==> src/rtl/regfile_wb_arbiter_if.sv <==
// Writeback bus between the two writeback requesters (A: ALU, B: LSU) and
// the register file write port. The requesters sit on the master side; the
// arbiter sits on the slave side.
//
// Handshake: a request transfers in any cycle where its VALID and READY are
// both 1. Once VALID rises, RD and DATA stay stable until the transfer.
// READY is combinational from both VALIDs and the arbiter state, and never
// depends on the requester's own VALID.
interface regfile_wb_arbiter_if #(
    parameter int ADDR_WIDTH = 5,
    parameter int DATA_WIDTH = 32
);
    logic                  A_VALID;
    logic [ADDR_WIDTH-1:0] A_RD;
    logic [DATA_WIDTH-1:0] A_DATA;
    logic                  A_READY;

    logic                  B_VALID;
    logic [ADDR_WIDTH-1:0] B_RD;
    logic [DATA_WIDTH-1:0] B_DATA;
    logic                  B_READY;

    logic                  WEN;
    logic [ADDR_WIDTH-1:0] RD_SEL;
    logic [DATA_WIDTH-1:0] WB_DATA;
    logic                  GRANT_B;

    modport master (
        output A_VALID, A_RD, A_DATA,
        input  A_READY,
        output B_VALID, B_RD, B_DATA,
        input  B_READY,
        input  WEN, RD_SEL, WB_DATA, GRANT_B
    );

    modport slave (
        input  A_VALID, A_RD, A_DATA,
        output A_READY,
        input  B_VALID, B_RD, B_DATA,
        output B_READY,
        output WEN, RD_SEL, WB_DATA, GRANT_B
    );
endinterface

==> src/rtl/regfile_wb_arbiter.sv <==
// Register file write-port arbiter. A has fixed priority; a saturating
// starvation counter promotes B to priority after STARVE_LIMIT refused
// cycles (legal range 1..15). The winning write is registered onto
// WEN/RD_SEL/WB_DATA one cycle after acceptance. Writes to index 0 are
// consumed but never reach the port, and idle outputs are held at zero so
// the register file's WB_DATA bypass only ever matches index 0.
module regfile_wb_arbiter #(
    parameter int ADDR_WIDTH   = 5,
    parameter int DATA_WIDTH   = 32,
    parameter int STARVE_LIMIT = 3
) (
    input  logic                    CLK,
    input  logic                    RESET,
    regfile_wb_arbiter_if.slave     bus,
    output logic                    dbg_b_prio,
    output logic [3:0]              dbg_starve_cnt
);
    typedef enum logic {
        ST_NORMAL = 1'b0,
        ST_B_PRIO = 1'b1
    } state_t;

    localparam logic [3:0] LIMIT = 4'(STARVE_LIMIT);

    state_t                state_q, state_d;
    logic [3:0]            starve_cnt_q, starve_cnt_d;
    logic                  wen_q, wen_d;
    logic [ADDR_WIDTH-1:0] rd_sel_q, rd_sel_d;
    logic [DATA_WIDTH-1:0] wb_data_q, wb_data_d;
    logic                  grant_b_q, grant_b_d;

    logic                  a_ready;
    logic                  b_ready;
    logic                  a_xfer;
    logic                  b_xfer;

    // READY generation: the state decides who wins when both are valid.
    always_comb begin
        a_ready = 1'b1;
        b_ready = 1'b1;
        if (state_q == ST_NORMAL) begin
            b_ready = !bus.A_VALID;
        end else begin
            a_ready = !bus.B_VALID;
        end
        a_xfer = bus.A_VALID && a_ready;
        b_xfer = bus.B_VALID && b_ready;
    end

    // Starvation counter and NORMAL/B_PRIO next state.
    always_comb begin
        starve_cnt_d = 4'd0;
        state_d      = state_q;
        if (bus.B_VALID && !b_ready) begin
            starve_cnt_d = (starve_cnt_q == 4'hF) ? starve_cnt_q : starve_cnt_q + 4'd1;
        end
        case (state_q)
            ST_NORMAL: begin
                // Compare against the count being written this edge.
                if (bus.B_VALID && !b_ready && (starve_cnt_d >= LIMIT)) begin
                    state_d = ST_B_PRIO;
                end
            end
            ST_B_PRIO: begin
                // Dropping B_VALID here is illegal but must not wedge us.
                if (b_xfer || !bus.B_VALID) begin
                    state_d = ST_NORMAL;
                end
            end
            default: state_d = ST_NORMAL;
        endcase
    end

    // Write-port next value: the single winner, or all zeros.
    always_comb begin
        wen_d     = 1'b0;
        rd_sel_d  = '0;
        wb_data_d = '0;
        grant_b_d = 1'b0;
        if (a_xfer) begin
            if (bus.A_RD != '0) begin
                wen_d     = 1'b1;
                rd_sel_d  = bus.A_RD;
                wb_data_d = bus.A_DATA;
            end
        end else if (b_xfer) begin
            if (bus.B_RD != '0) begin
                wen_d     = 1'b1;
                rd_sel_d  = bus.B_RD;
                wb_data_d = bus.B_DATA;
                grant_b_d = 1'b1;
            end
        end
    end

    // State, counter and output registers; reset wins over any transfer.
    always_ff @(posedge CLK) begin
        if (RESET) begin
            state_q      <= ST_NORMAL;
            starve_cnt_q <= 4'd0;
            wen_q        <= 1'b0;
            rd_sel_q     <= '0;
            wb_data_q    <= '0;
            grant_b_q    <= 1'b0;
        end else begin
            state_q      <= state_d;
            starve_cnt_q <= starve_cnt_d;
            wen_q        <= wen_d;
            rd_sel_q     <= rd_sel_d;
            wb_data_q    <= wb_data_d;
            grant_b_q    <= grant_b_d;
        end
    end

    assign bus.A_READY    = a_ready;
    assign bus.B_READY    = b_ready;
    assign bus.WEN        = wen_q;
    assign bus.RD_SEL     = rd_sel_q;
    assign bus.WB_DATA    = wb_data_q;
    assign bus.GRANT_B    = grant_b_q;
    assign dbg_b_prio     = (state_q == ST_B_PRIO);
    assign dbg_starve_cnt = starve_cnt_q;
endmodule
==> src/flat_wrapper.sv <==
// flat-port wrapper written by rule: the top's interface ports become plain ports
module regfile_wb_arbiter_flat 
#(
    parameter int ADDR_WIDTH   = 5,
    parameter int DATA_WIDTH   = 32,
    parameter int STARVE_LIMIT = 3
)
  (CLK, RESET, dbg_b_prio, dbg_starve_cnt, bus_A_VALID, bus_A_RD, bus_A_DATA, bus_A_READY, bus_B_VALID, bus_B_RD, bus_B_DATA, bus_B_READY, bus_WEN, bus_RD_SEL, bus_WB_DATA, bus_GRANT_B);
  regfile_wb_arbiter_if #(.ADDR_WIDTH(ADDR_WIDTH), .DATA_WIDTH(DATA_WIDTH)) bus_i ();
  input  logic CLK;
  input  logic RESET;
  output logic dbg_b_prio;
  output logic [3:0] dbg_starve_cnt;
  input wire logic [$bits(bus_i.A_VALID)-1:0] bus_A_VALID;
  input wire logic [$bits(bus_i.A_RD)-1:0] bus_A_RD;
  input wire logic [$bits(bus_i.A_DATA)-1:0] bus_A_DATA;
  output wire logic [$bits(bus_i.A_READY)-1:0] bus_A_READY;
  input wire logic [$bits(bus_i.B_VALID)-1:0] bus_B_VALID;
  input wire logic [$bits(bus_i.B_RD)-1:0] bus_B_RD;
  input wire logic [$bits(bus_i.B_DATA)-1:0] bus_B_DATA;
  output wire logic [$bits(bus_i.B_READY)-1:0] bus_B_READY;
  output wire logic [$bits(bus_i.WEN)-1:0] bus_WEN;
  output wire logic [$bits(bus_i.RD_SEL)-1:0] bus_RD_SEL;
  output wire logic [$bits(bus_i.WB_DATA)-1:0] bus_WB_DATA;
  output wire logic [$bits(bus_i.GRANT_B)-1:0] bus_GRANT_B;
  assign bus_i.A_VALID = bus_A_VALID;
  assign bus_i.A_RD = bus_A_RD;
  assign bus_i.A_DATA = bus_A_DATA;
  assign bus_A_READY = bus_i.A_READY;
  assign bus_i.B_VALID = bus_B_VALID;
  assign bus_i.B_RD = bus_B_RD;
  assign bus_i.B_DATA = bus_B_DATA;
  assign bus_B_READY = bus_i.B_READY;
  assign bus_WEN = bus_i.WEN;
  assign bus_RD_SEL = bus_i.RD_SEL;
  assign bus_WB_DATA = bus_i.WB_DATA;
  assign bus_GRANT_B = bus_i.GRANT_B;
  regfile_wb_arbiter #(.ADDR_WIDTH(ADDR_WIDTH), .DATA_WIDTH(DATA_WIDTH), .STARVE_LIMIT(STARVE_LIMIT)) u_core (.CLK(CLK), .RESET(RESET), .bus(bus_i), .dbg_b_prio(dbg_b_prio), .dbg_starve_cnt(dbg_starve_cnt));
endmodule
==> config.mk <==
export PLATFORM = sky130hd
export DESIGN_NAME = regfile_wb_arbiter_flat
export DESIGN_NICKNAME = d
export VERILOG_FILES = /design/src/rtl/regfile_wb_arbiter_if.sv /design/src/rtl/regfile_wb_arbiter.sv /design/src/flat_wrapper.sv
export SDC_FILE = /design/constraint.sdc
export NUM_CORES = 1
export LEC_CHECK = 0
export BUFFER_PORTS_ARGS = -buffer_cell sky130_fd_sc_hd__buf_2
export CELL_PAD_IN_SITES_DETAIL_PLACEMENT = 0
export CELL_PAD_IN_SITES_GLOBAL_PLACEMENT = 1
export CORE_UTILIZATION = 25
export CTS_CLUSTER_SIZE = 8
export DETAILED_ROUTE_END_ITERATION = 16
export PLACE_DENSITY_LB_ADDON = 0.25
export SLEW_MARGIN = 20
export SYNTH_ARGS = -nofsm -noshare
export SYNTH_HDL_FRONTEND = slang
export SYNTH_SLANG_ARGS = --single-unit
==> constraint.sdc <==
create_clock -name CLK -period 1.25 [get_ports CLK]
set_input_delay 0.0625 -clock CLK [delete_from_list [all_inputs] [get_ports CLK]]
set_output_delay 0.0625 -clock CLK [all_outputs]
set_load 0.02 [all_outputs]
# Word level (Yosys, flattened, before mapping)
# Cells that the tools add are included.
# Widths: inputs -> output; s select.
[classes] n_addsub=1 n_mul=0 div_mod_pow=0 magnitude_cmp=1 eq_ne=1 n_shift=0 n_mux=19 bitwise=1 reduce_logical=11
[op_table] cell="$mux 32" count=4
[op_table] cell="$mux 5" count=4
[op_table] cell="$reduce_bool 5->1" count=2
[op_table] cell="$mux 1" count=8
[op_table] cell="$mux 4" count=2
[op_table] cell="$add 4x1->4 const B" count=1
[op_table] cell="$eq 4x4->1 const B" count=1
[op_table] cell="$ge 4x2->1 const B" count=1
[op_table] cell="$logic_and 1x1->1" count=4
[op_table] cell="$logic_not 1->1" count=3
[op_table] cell="$pmux 1 s2" count=1
[op_table] cell="$reduce_or 2->1" count=1
[op_table] cell="$logic_or 1x1->1" count=1
[op_table] cell="$not 1->1" count=1
[totals] reg_bits=44 latch_bits=0 mem_bits_rw=0 mem_bits_ro=0 in_bits=78 output_inout_bits=46 wordCells=40 mem_count=0

# Depth between registers and ports, before layout
# Gate-level depths: netlist of the first run.
[depth] word_depth=9 mapped_depth=5 depth_no_buf=4

# Worst setup path after synthesis of the first run
# No wires, ideal clock.
[synth_path] kind="flip-flop to flip-flop" from="reg u_core.state_q (netlist: u_core.dbg_b_prio)" to="reg u_core.wen_q (netlist: u_core.bus.WEN)" setup_time_ns=0.075 t_arrival_ns=1.377 t_required_ns=1.175 path_slack_ns=-0.202 path_stages_with_launch=6 path_buffers=2 synth_period_minus_slack_ns=1.452 cell_sequence="dfxtp_1 -> nand2b_1 -> buf_2 -> clkbuf_1 -> nand2_1 -> o22ai_1"
[synth_via] elab_chain_cells=4 elab_cells_between_ends=6 classes_between="mux (4); reduce/logical (2)"
[synth_lines] item="start, declared" line_no="regfile_wb_arbiter.sv:25" rtl="state_t state_q, state_d;"
[synth_lines] item="start signal, assigned" line_no="regfile_wb_arbiter.sv:106" rtl="state_q <= state_d;"
[synth_lines] item="$mux 1" line_no="regfile_wb_arbiter.sv:41" rtl="if (state_q == ST_NORMAL) begin"
[synth_lines] item="net bus_B_READY" line_no="flat_wrapper.sv:21" rtl="output wire logic [$bits(bus_i.B_READY)-1:0] bus_B_READY;"
[synth_lines] item="$logic_and 1x1->1" line_no="regfile_wb_arbiter.sv:47" rtl="b_xfer = bus.B_VALID && b_ready;"
[synth_lines] item="$mux 1"
[synth_lines] item="$mux 1" line_no="regfile_wb_arbiter.sv:80" rtl="if (a_xfer) begin"
[synth_lines] item="end signal, assigned" line_no="regfile_wb_arbiter.sv:108" rtl="wen_q <= wen_d;"
[synth_lines] item="end, declared" line_no="regfile_wb_arbiter.sv:27" rtl="logic wen_q, wen_d;"
# The timed path passes the listed nets, and every way through them passes these cells.
# A chain may end at the register's enable or synchronous reset.

# Worst setup path after layout of the first run
[layout_path] from="reg u_core.state_q (netlist: u_core.dbg_b_prio)" to="out bus_A_READY"
[layout_via] elab_chain_cells=1
[layout_lines] item="$mux 1" line_no="regfile_wb_arbiter.sv:41"
[layout_lines] item="end, declared" line_no="flat_wrapper.sv:17" rtl="output wire logic [$bits(bus_i.A_READY)-1:0] bus_A_READY;"
# No other way between the ends.

==> impl_metrics.env, run 1 <==
export IMPL_synthXorXnorAreaFrac_pct=0.4888
export IMPL_synth_fp_nets=277
export IMPL_synth_top_area_share_pct=49.16
export IMPL_instances_no_fill=423
export IMPL_clkLatencyLatePin_ns=0.29
export IMPL_async_flop_share_pct=0
export IMPL_core_rowCount=30
export IMPL_fin_skew_ns=0.001797
export IMPL_vdd_drop_max_mv=0.4946
export IMPL_muxShareOfSynthArea_pct=0.5587
export IMPL_synth_top_family_by_area="simple AND/OR/NAND/NOR gates"
export IMPL_synthSimpleGateAreaFrac_pct=26.19
export IMPL_dp_cells=410
export IMPL_synth_top_area_cell="dfxtp_1"
export IMPL_synth_seq_cells=44
export IMPL_drtPass1Iterations=4
export IMPL_rsz0062_at_grt="false"
export IMPL_grt_pass1_vias=1832
export IMPL_slew_violations=0
export IMPL_tns_ns=0
export IMPL_criticalPathCategory="reg2out"
export IMPL_cts_tree="done"
export IMPL_critPathCaptureType="primary output"
export IMPL_crit_fanout=18
export IMPL_overflow=0
export IMPL_synth_avg_cell_area_um2=9.049
export IMPL_min_period_ns=1.178
export IMPL_die_area_um2=7509
export IMPL_synth_edf_count=0
export IMPL_clk_root_buffer_cell="clkbuf_8"
export IMPL_vias=1955
export IMPL_die_width_um=86.66
export IMPL_worst_slew_pin_slew_ns=0.2027
export IMPL_fin_nets=406
export IMPL_first_iter_violations=29
export IMPL_drt_total_wl_um=5776
export IMPL_die_h_um=86.66
export IMPL_final_hold_violation_count=0
export IMPL_ys_warn_count=0
export IMPL_power_density_nw_per_um2=1098
export IMPL_synth_compound_area_share_pct=15.57
export IMPL_synth_adder_area_share_pct=0.6983
export IMPL_syn_area_um2=1792
export IMPL_synth_cell_types=23
export IMPL_antenna_found_initial=0
export IMPL_setup_viol=0
export IMPL_synthCells=198
export IMPL_grt_pass1_wl_um=8811
export IMPL_synth_common_cells="nand3_1, dfxtp_1, o22ai_1"
export IMPL_clk_pin_slew_ns=0.08
export IMPL_p_leak_nw=1.287
export IMPL_synth_ff_type="dfxtp_1"
export IMPL_place_gp_congestion=0.7652
export IMPL_drc=0
export IMPL_coreArea_um2=6869
export IMPL_initial_core_util_pct=26.08
export IMPL_min_period_over_period_pct=94.24
export IMPL_cts_num_sinks=44
export IMPL_start_kind="flop"
export IMPL_final_antenna_net_count=0
export IMPL_num_io_pins=124
export IMPL_cp_required_ns=1.19
export IMPL_synth_yosys_seq_area_share_pct=49.16
export IMPL_synth_area_leaders="dfxtp_1, nand3_1, o22ai_1"
export IMPL_max_slew_margin_rel_pct=86.42
export IMPL_post_drt_wl_per_cell_um=13.65
export IMPL_fmax_mhz=848.9
export IMPL_grt_max_degree=25
export IMPL_maxCapViolations=0
export IMPL_cts_buffer_depth=2
export IMPL_grt_usage_pct=15.17
export IMPL_viasPerCell=4.622
export IMPL_hold_class="in2reg"
export IMPL_outcome="complete, no violations"
export IMPL_htree_levels=2
export IMPL_dp_hpwl_um=4141
export IMPL_drive_gt1_share_pct=46.79
export IMPL_syn2layout_area_growth_pct=52.79
export IMPL_diodes=0
export IMPL_cts_buffers=5
export IMPL_io_buffers=123
export IMPL_worstPathArrival_ns=1.12
export IMPL_finalPower_mw=3.007
export IMPL_yosysMostFrequentCell="nand3_1"
cell usage in the layout (no fill, tap or decap):
master and n:
a211oi_1 2, a21o_1 1, a22o_1 5, a31oi_1 1
and2_1 3, buf_12 4, buf_2 122, buf_4 10
buf_8 1, clkbuf_8 7, dfxtp_1 43, dfxtp_2 1
dlygate4sd3_1 6, ha_2 1, inv_1 1, mux2i_1 1
nand2_1 4, nand2b_1 2, nand2b_4 1, nand3_1 66
nor2_1 4, nor2_4 1, nor2_8 1, nor2b_2 2
nor3_1 1, o22ai_1 33, or4_4 2, xnor2_1 1
timing repair:
item | in CTS | in global routing
gates resized for setup | 5 | 5
buffers inserted | 0 | 0
hold buffers | 6 | 0
setup endpoints to repair | 1 | 4
hold endpoints to repair | 4 | 0
cell families (layout without fill, tap and decap cells):
group	Yosys count	count (layout)
compound gates	42	42
buf+inv	22	151
flops	44	44
fa+ha+maj	1	1
xor+xnor	1	1
mux	1	1
simple gates	87	87
critical path, stage by stage (launching register included):
cell	delay (ns)
dfxtp_2	0.33
nand2_1	0.12
buf_8	0.18
buf_2	0.18
area by class of cell:
| cell class | instances | area [µm²] |
|---|---|---|
| clock buffers | 7 | 96.34 |
| fillers | 733 | 4131 |
| inverters | 1 | 3.754 |
| multi-input cells | 132 | 794.5 |
| flip-flops and latches | 44 | 882.1 |
| well taps | 96 | 120.1 |
| repair buffers | 143 | 840.8 |
stage by stage:
step	hold slack, ns	worst slack (ns)	util [%]	cell area (µm²)
floorplan	0.1880	-0.03883	-	1797
global placement	0.2934	-0.002056	37.09	2547
detailed placement	0.2960	-0.007067	37.09	2547
CTS	0.003175	0.004010	39.62	2721
global route	0.01274	0.003018	39.85	2738
finish	0.01246	0.07194	39.85	2738
registers in the layout, summed over array words and instances, names as in the netlist:
signal	flops
u_core.dbg_b_prio	1
u_core.dbg_starve_cnt	4
u_core.bus.WEN	1
u_core.bus.WB_DATA	32
u_core.bus.RD_SEL	5
u_core.bus.GRANT_B	1
path summary, 6_finish.rpt:
| path | to | cells past startpoint | from | slack, ns |
|---|---|---|---|---|
| worst max-delay path | bus_A_READY | 3 | u_core.dbg_b_prio | 0.07 |
| worst min register to register | u_core.dbg_starve_cnt[3] | 2 | u_core.dbg_starve_cnt[3] | 0.56 |
| worst min-delay path | u_core.bus.RD_SEL[2] | 2 | bus_B_RD[2] | 0.01 |
| worst max register to register | u_core.dbg_b_prio | 4 | u_core.dbg_starve_cnt[1] | 0.09 |
power breakdown:
part	switching (mW)	internal, mW	leakage (nW)
clock network	0.457	0.492	0.0503
registers	0.0204	1.48	0.363
logic	0.305	0.251	0.873
per-layer routing:
metal | vias to the layer above | wire length [µm] | global-route usage (%)
met4 | 0 | 94 | 5.455
met2 | 85 | 2624 | 24.17
li1 | 988 | - | -
met5 | - | 0 | 0
met3 | 12 | 455 | 4.095
met1 | 870 | 2602 | 19.71
Note: power is estimated with default switching activity, not from simulation.
==> run 2: changes to the inputs <==
--- a/config.mk
+++ b/config.mk
@@ -8,7 +8,7 @@
 export BUFFER_PORTS_ARGS = -buffer_cell sky130_fd_sc_hd__buf_2
 export CELL_PAD_IN_SITES_DETAIL_PLACEMENT = 0
 export CELL_PAD_IN_SITES_GLOBAL_PLACEMENT = 1
-export CORE_UTILIZATION = 25
+export CORE_UTILIZATION = 28
 export CTS_CLUSTER_SIZE = 8
 export DETAILED_ROUTE_END_ITERATION = 16
 export PLACE_DENSITY_LB_ADDON = 0.25
==> impl_metrics.env, run 2 (synthesis gave the netlist of run 1 again) <==
export IMPL_coreArea_um2=6061
export IMPL_worstPathArrival_ns=1.10
export IMPL_hp_start="bus_B_DATA[21]"
export IMPL_nFillCells=611
export IMPL_clk_pin_slew_ns=0.08
export IMPL_sw_frac_of_total_pct=27.09
export IMPL_vias=2005
export IMPL_critPathCaptureType="primary output"
export IMPL_first_iter_violations=88
export IMPL_pre_cts_ws_ns=-0.007882
export IMPL_diodes=0
export IMPL_cts_buffers=5
export IMPL_post_drt_wl_per_cell_um=13.98
export IMPL_final_antenna_net_count=0
export IMPL_min_path_cells=3
export IMPL_antenna_found_initial=0
export IMPL_crit_fanout=13
export IMPL_grt_pass1_wl_um=8949
export IMPL_syn2layout_area_growth_pct=50.63
export IMPL_cts_tree="done"
export IMPL_setup_viol=0
export IMPL_grt_usage_pct=17.27
export IMPL_layout_setup_ws_ns=0.08846
export IMPL_r2r_start="u_core.dbg_starve_cnt[1]"
export IMPL_die_width_um=82.00
export IMPL_drtPass1Iterations=4
export IMPL_die_h_um=82.00
export IMPL_io_buffers=123
export IMPL_cellInternalPower_mw=2.169
export IMPL_clkLatencyLatePin_ns=0.30
export IMPL_dp_hpwl_um=3829
export IMPL_fin_nets=405
export IMPL_worst_slew_pin_slew_ns=0.2562
export IMPL_grt_max_degree=24
export IMPL_power_density_nw_per_um2=1102
export IMPL_core_rowCount=28
export IMPL_clockPowerShare_pct=31.0
export IMPL_cts_buffer_depth=2
export IMPL_die_area_um2=6723
export IMPL_mostFrequentLayoutCell="buf_2"
export IMPL_p_switching_mw=0.8059
export IMPL_instances_no_fill=402
export IMPL_grt_pass1_vias=1971
export IMPL_largest_reg_flops=32
export IMPL_cp_required_ns=1.19
export IMPL_fmax_mhz=860.9
export IMPL_cts_num_sinks=44
export IMPL_dp_cells=388
export IMPL_fin_skew_ns=0.006133
export IMPL_start_kind="flop"
export IMPL_maxCapViolations=0
export IMPL_place_gp_congestion=0.7521
export IMPL_rsz0062_at_grt="false"
export IMPL_hold_end="u_core.bus.WB_DATA[21]"
export IMPL_finalPower_mw=2.975
export IMPL_num_io_pins=124
export IMPL_overflow=0
export IMPL_viasPerCell=4.988
export IMPL_criticalPathCategory="reg2out"
export IMPL_r2r_cells=4
export IMPL_drc=0
export IMPL_p_leak_nw=1.284
export IMPL_drive_gt1_share_pct=46.79
export IMPL_comb_power_share_pct=18.5
export IMPL_vdd_drop_max_mv=0.6279
export IMPL_slew_violations=0
export IMPL_htree_levels=2
export IMPL_drt_total_wl_um=5621
export IMPL_initial_core_util_pct=29.56
export IMPL_outcome="complete, no violations"
export IMPL_max_slew_margin_rel_pct=82.92
export IMPL_r2r_slack_ns=0.12
export IMPL_r2r_end="u_core.dbg_b_prio"
export IMPL_layout_common_cells="buf_2, nand3_1, dfxtp_1"
export IMPL_min_period_ns=1.162
export IMPL_min_period_over_period_pct=92.92
export IMPL_final_hold_violation_count=0
export IMPL_clk_root_buffer_cell="clkbuf_8"
export IMPL_hold_class="in2reg"
export IMPL_seqPwrFrac_pct=50.5
## run 2: power groups by stage
stage / registers, mW / clock network, mW / logic [mW]
after global routing: 1.51 / 1.02 / 0.602
after CTS: 1.50 / 0.951 / 0.550
after floorplan: 1.64 / 0 / 0.168
after detailed placement: 1.54 / 0 / 0.532
final: 1.50 / 0.924 / 0.550
after global placement: 1.53 / 0 / 0.534
## run 2: how the worst max path moves through the flow
stage | start | cells past startpoint | to
5_1_grt | u_core.dbg_starve_cnt[1] | 4 | u_core.dbg_b_prio
2_1_floorplan | u_core.dbg_b_prio | 5 | u_core.bus.WB_DATA[0]
3_5_place_dp | bus_A_RD[0] | 5 | u_core.bus.WB_DATA[26]
4_1_cts | u_core.dbg_b_prio | 3 | bus_B_READY
3_3_place_gp | bus_A_RD[0] | 5 | u_core.bus.WB_DATA[26]
6_report | u_core.dbg_b_prio | 3 | bus_B_READY
## run 2: stage by stage
stage	area (µm²)	hold WS, ns	TNS, ns	utilization [%]
after CTS	2684	0.0002111	0	44.28
after global placement	2526	0.2912	0	41.68
after detailed placement	2526	0.2986	-0.01115	41.68
final	2699	0.01602	0	44.53
after floorplan	1797	0.1880	-0.7766	-
after global routing	2699	0.01133	0	44.53
## run 2: area by class of cell
type	instances	area (µm²)	area share, %
sequential	44	882.1	32.68
clock buffer	6	82.58	3.060
tap	75	93.84	3.477
inverter	1	3.754	0.1391
timing repair buffer	142	834.6	30.92
multi-input combinational	132	792.0	29.35
clock inverter	2	10.01	0.3709
## run 2: worst max-delay path, cell delays in order, from the launching register on
cell and delay, ns:
dfxtp_2 0.35, nand2b_4 0.14, buf_6 0.16, buf_4 0.16
## run 2: timing repair
item | 4_1_cts | 5_1_grt
hold endpoints to repair | 4 | 0
hold buffers | 5 | 0
resized for setup | 3 | 3
endpoints found under the setup margin | 2 | 2
buffers inserted | 0 | 1
## run 2: layer usage
layer	up-vias	GRT usage (%)	wire (µm)
met3	6	5.778	547
met5	-	0	0
li1	987	-	-
met2	98	29.42	2625
met1	914	20.46	2399
met4	0	4.912	49
==> run 3: changes to the inputs <==
--- a/config.mk
+++ b/config.mk
@@ -8,7 +8,9 @@
 export BUFFER_PORTS_ARGS = -buffer_cell sky130_fd_sc_hd__buf_2
 export CELL_PAD_IN_SITES_DETAIL_PLACEMENT = 0
 export CELL_PAD_IN_SITES_GLOBAL_PLACEMENT = 1
-export CORE_UTILIZATION = 28
+export CORE_ASPECT_RATIO = 0.5
+export CORE_UTILIZATION = 29
+export CTS_BUF_LIST = sky130_fd_sc_hd__clkbuf_8
 export CTS_CLUSTER_SIZE = 8
 export DETAILED_ROUTE_END_ITERATION = 16
 export PLACE_DENSITY_LB_ADDON = 0.25
==> impl_metrics.env, run 3 (synthesis gave the netlist of run 1 again) <==
export IMPL_max_slew_margin_rel_pct=85.09
export IMPL_layout_setup_ws_ns=0.08102
export IMPL_cp_buffers_inverters=2
export IMPL_cts_num_sinks=44
export IMPL_viasPerCell=4.930
export IMPL_setup_viol=0
export IMPL_io_buffers=123
export IMPL_grt_pass1_vias=1887
export IMPL_fin_skew_ns=0.004495
export IMPL_grt_pass1_wl_um=8838
export IMPL_slew_violations=0
export IMPL_largest_reg_flops=32
export IMPL_cpPeakStageDelay_ns=0.32
export IMPL_drive_gt1_share_pct=46.15
export IMPL_rsz0062_at_grt="false"
export IMPL_fin_nets=403
export IMPL_multiInputGateArea_um2=789.5
export IMPL_r2r_start="u_core.dbg_b_prio"
export IMPL_worstPathCellList="nand2b_2 > buf_6 > buf_2"
export IMPL_regArea_um2=880.8
export IMPL_layout_common_cells="buf_2, nand3_1, dfxtp_1"
export IMPL_htree_levels=2
export IMPL_pre_cts_ws_ns=-0.01533
export IMPL_syn2layout_area_growth_pct=49.51
export IMPL_hp_start="bus_A_RD[4]"
export IMPL_power_density_nw_per_um2=1102
export IMPL_diodes=0
export IMPL_finalPower_mw=2.952
export IMPL_die_width_um=113.2
export IMPL_vdd_drop_max_mv=0.4155
export IMPL_fmax_mhz=855.4
export IMPL_post_drt_wl_per_cell_um=13.94
export IMPL_dp_hpwl_um=4000
export IMPL_first_iter_violations=100
export IMPL_die_h_um=57.58
export IMPL_vias=1962
export IMPL_drc=0
export IMPL_grt_max_degree=34
export IMPL_criticalPathCategory="reg2out"
export IMPL_clk_root_buffer_cell="clkbuf_8"
export IMPL_critPathCaptureType="primary output"
export IMPL_final_antenna_net_count=0
export IMPL_grt_usage_pct=17.39
export IMPL_die_area_um2=6516
export IMPL_coreArea_um2=5705
export IMPL_core_rowCount=19
export IMPL_antenna_found_initial=0
export IMPL_crit_start="u_core.dbg_b_prio"
export IMPL_cp_slowest_cell="dfxtp_1"
export IMPL_min_period_over_period_pct=93.52
export IMPL_crit_fanout=4
export IMPL_clk_pin_slew_ns=0.08
export IMPL_cts_buffers=5
export IMPL_final_hold_violation_count=0
export IMPL_num_io_pins=124
export IMPL_worstPathArrival_ns=1.11
export IMPL_hold_class="in2reg"
export IMPL_outcome="complete, no violations"
export IMPL_p_leak_nw=1.274
export IMPL_place_gp_congestion=0.7543
export IMPL_worst_slew_pin_slew_ns=0.2236
export IMPL_overflow=0
export IMPL_drt_total_wl_um=5548
export IMPL_mostFrequentLayoutCell="buf_2"
export IMPL_clkLatencyLatePin_ns=0.29
export IMPL_cp_required_ns=1.19
export IMPL_drtPass1Iterations=5
export IMPL_start_kind="flop"
export IMPL_nFillCells=585
export IMPL_maxCapViolations=0
export IMPL_critPathTopFamily="flip-flops"
export IMPL_cts_tree="done"
export IMPL_initial_core_util_pct=31.40
export IMPL_min_period_ns=1.169
export IMPL_cts_buffer_depth=2
-- run 3: area by class of cell --
type | instances | area share, %
flip-flops and latches | 44 | 32.88
repair buffers | 140 | 30.73
multi-input cells | 132 | 29.47
well taps | 73 | 3.410
clock buffers | 6 | 3.083
clock inverters | 2 | 0.2802
inverters | 1 | 0.1401
-- run 3: per-layer routing --
metal / track usage, % / vias up / part of all wire (%)
met5: 0 / - / 0
li1: - / 983 / -
met3: 4.463 / 7 / 5.9
met4: 3.947 / 0 / 0.92
met1: 22.03 / 910 / 45
met2: 30.15 / 62 / 48
-- run 3: path summary, 6_finish.rpt --
kind	endpoint	slack, ns	cells after the start
max	bus_B_READY	0.08	3
max reg2reg	u_core.bus.WB_DATA[22]	0.12	5
min reg2reg	u_core.dbg_starve_cnt[3]	0.56	2
min	u_core.bus.RD_SEL[4]	0.01	2
-- run 3: report_power, final --
part	leakage (nW)	internal, mW	switching, mW	total [mW]
Sequential	0.363	1.48	0.0208	1.50
Combinational	0.858	0.246	0.301	0.547
Clock	0.0538	0.435	0.467	0.902
Total	1.27	2.16	0.789	2.95
-- run 3: per-stage QoR --
| stage | utilization, % | instance area [µm²] | hold slack (ns) | setup TNS (ns) | std cells |
|---|---|---|---|---|---|
| floorplan | - | 1797 | 0.1880 | -0.7766 | 198 |
| global route | 46.95 | 2679 | 0.01600 | 0 | 398 |
| global placement | 44.32 | 2529 | 0.2985 | 0 | 385 |
| finish | 46.95 | 2679 | 0.01090 | 0 | 398 |
| detailed placement | 44.32 | 2529 | 0.2971 | -0.08079 | 385 |
| CTS | 46.80 | 2670 | 0.001308 | 0 | 398 |
-- run 3: timing repair --
action | in CTS | in global routing
endpoints found under the setup margin | 1 | 16
endpoints found under the hold margin | 3 | 0
hold buffers | 4 | 0
resized for setup | 1 | 3
setup buffers | 1 | 0
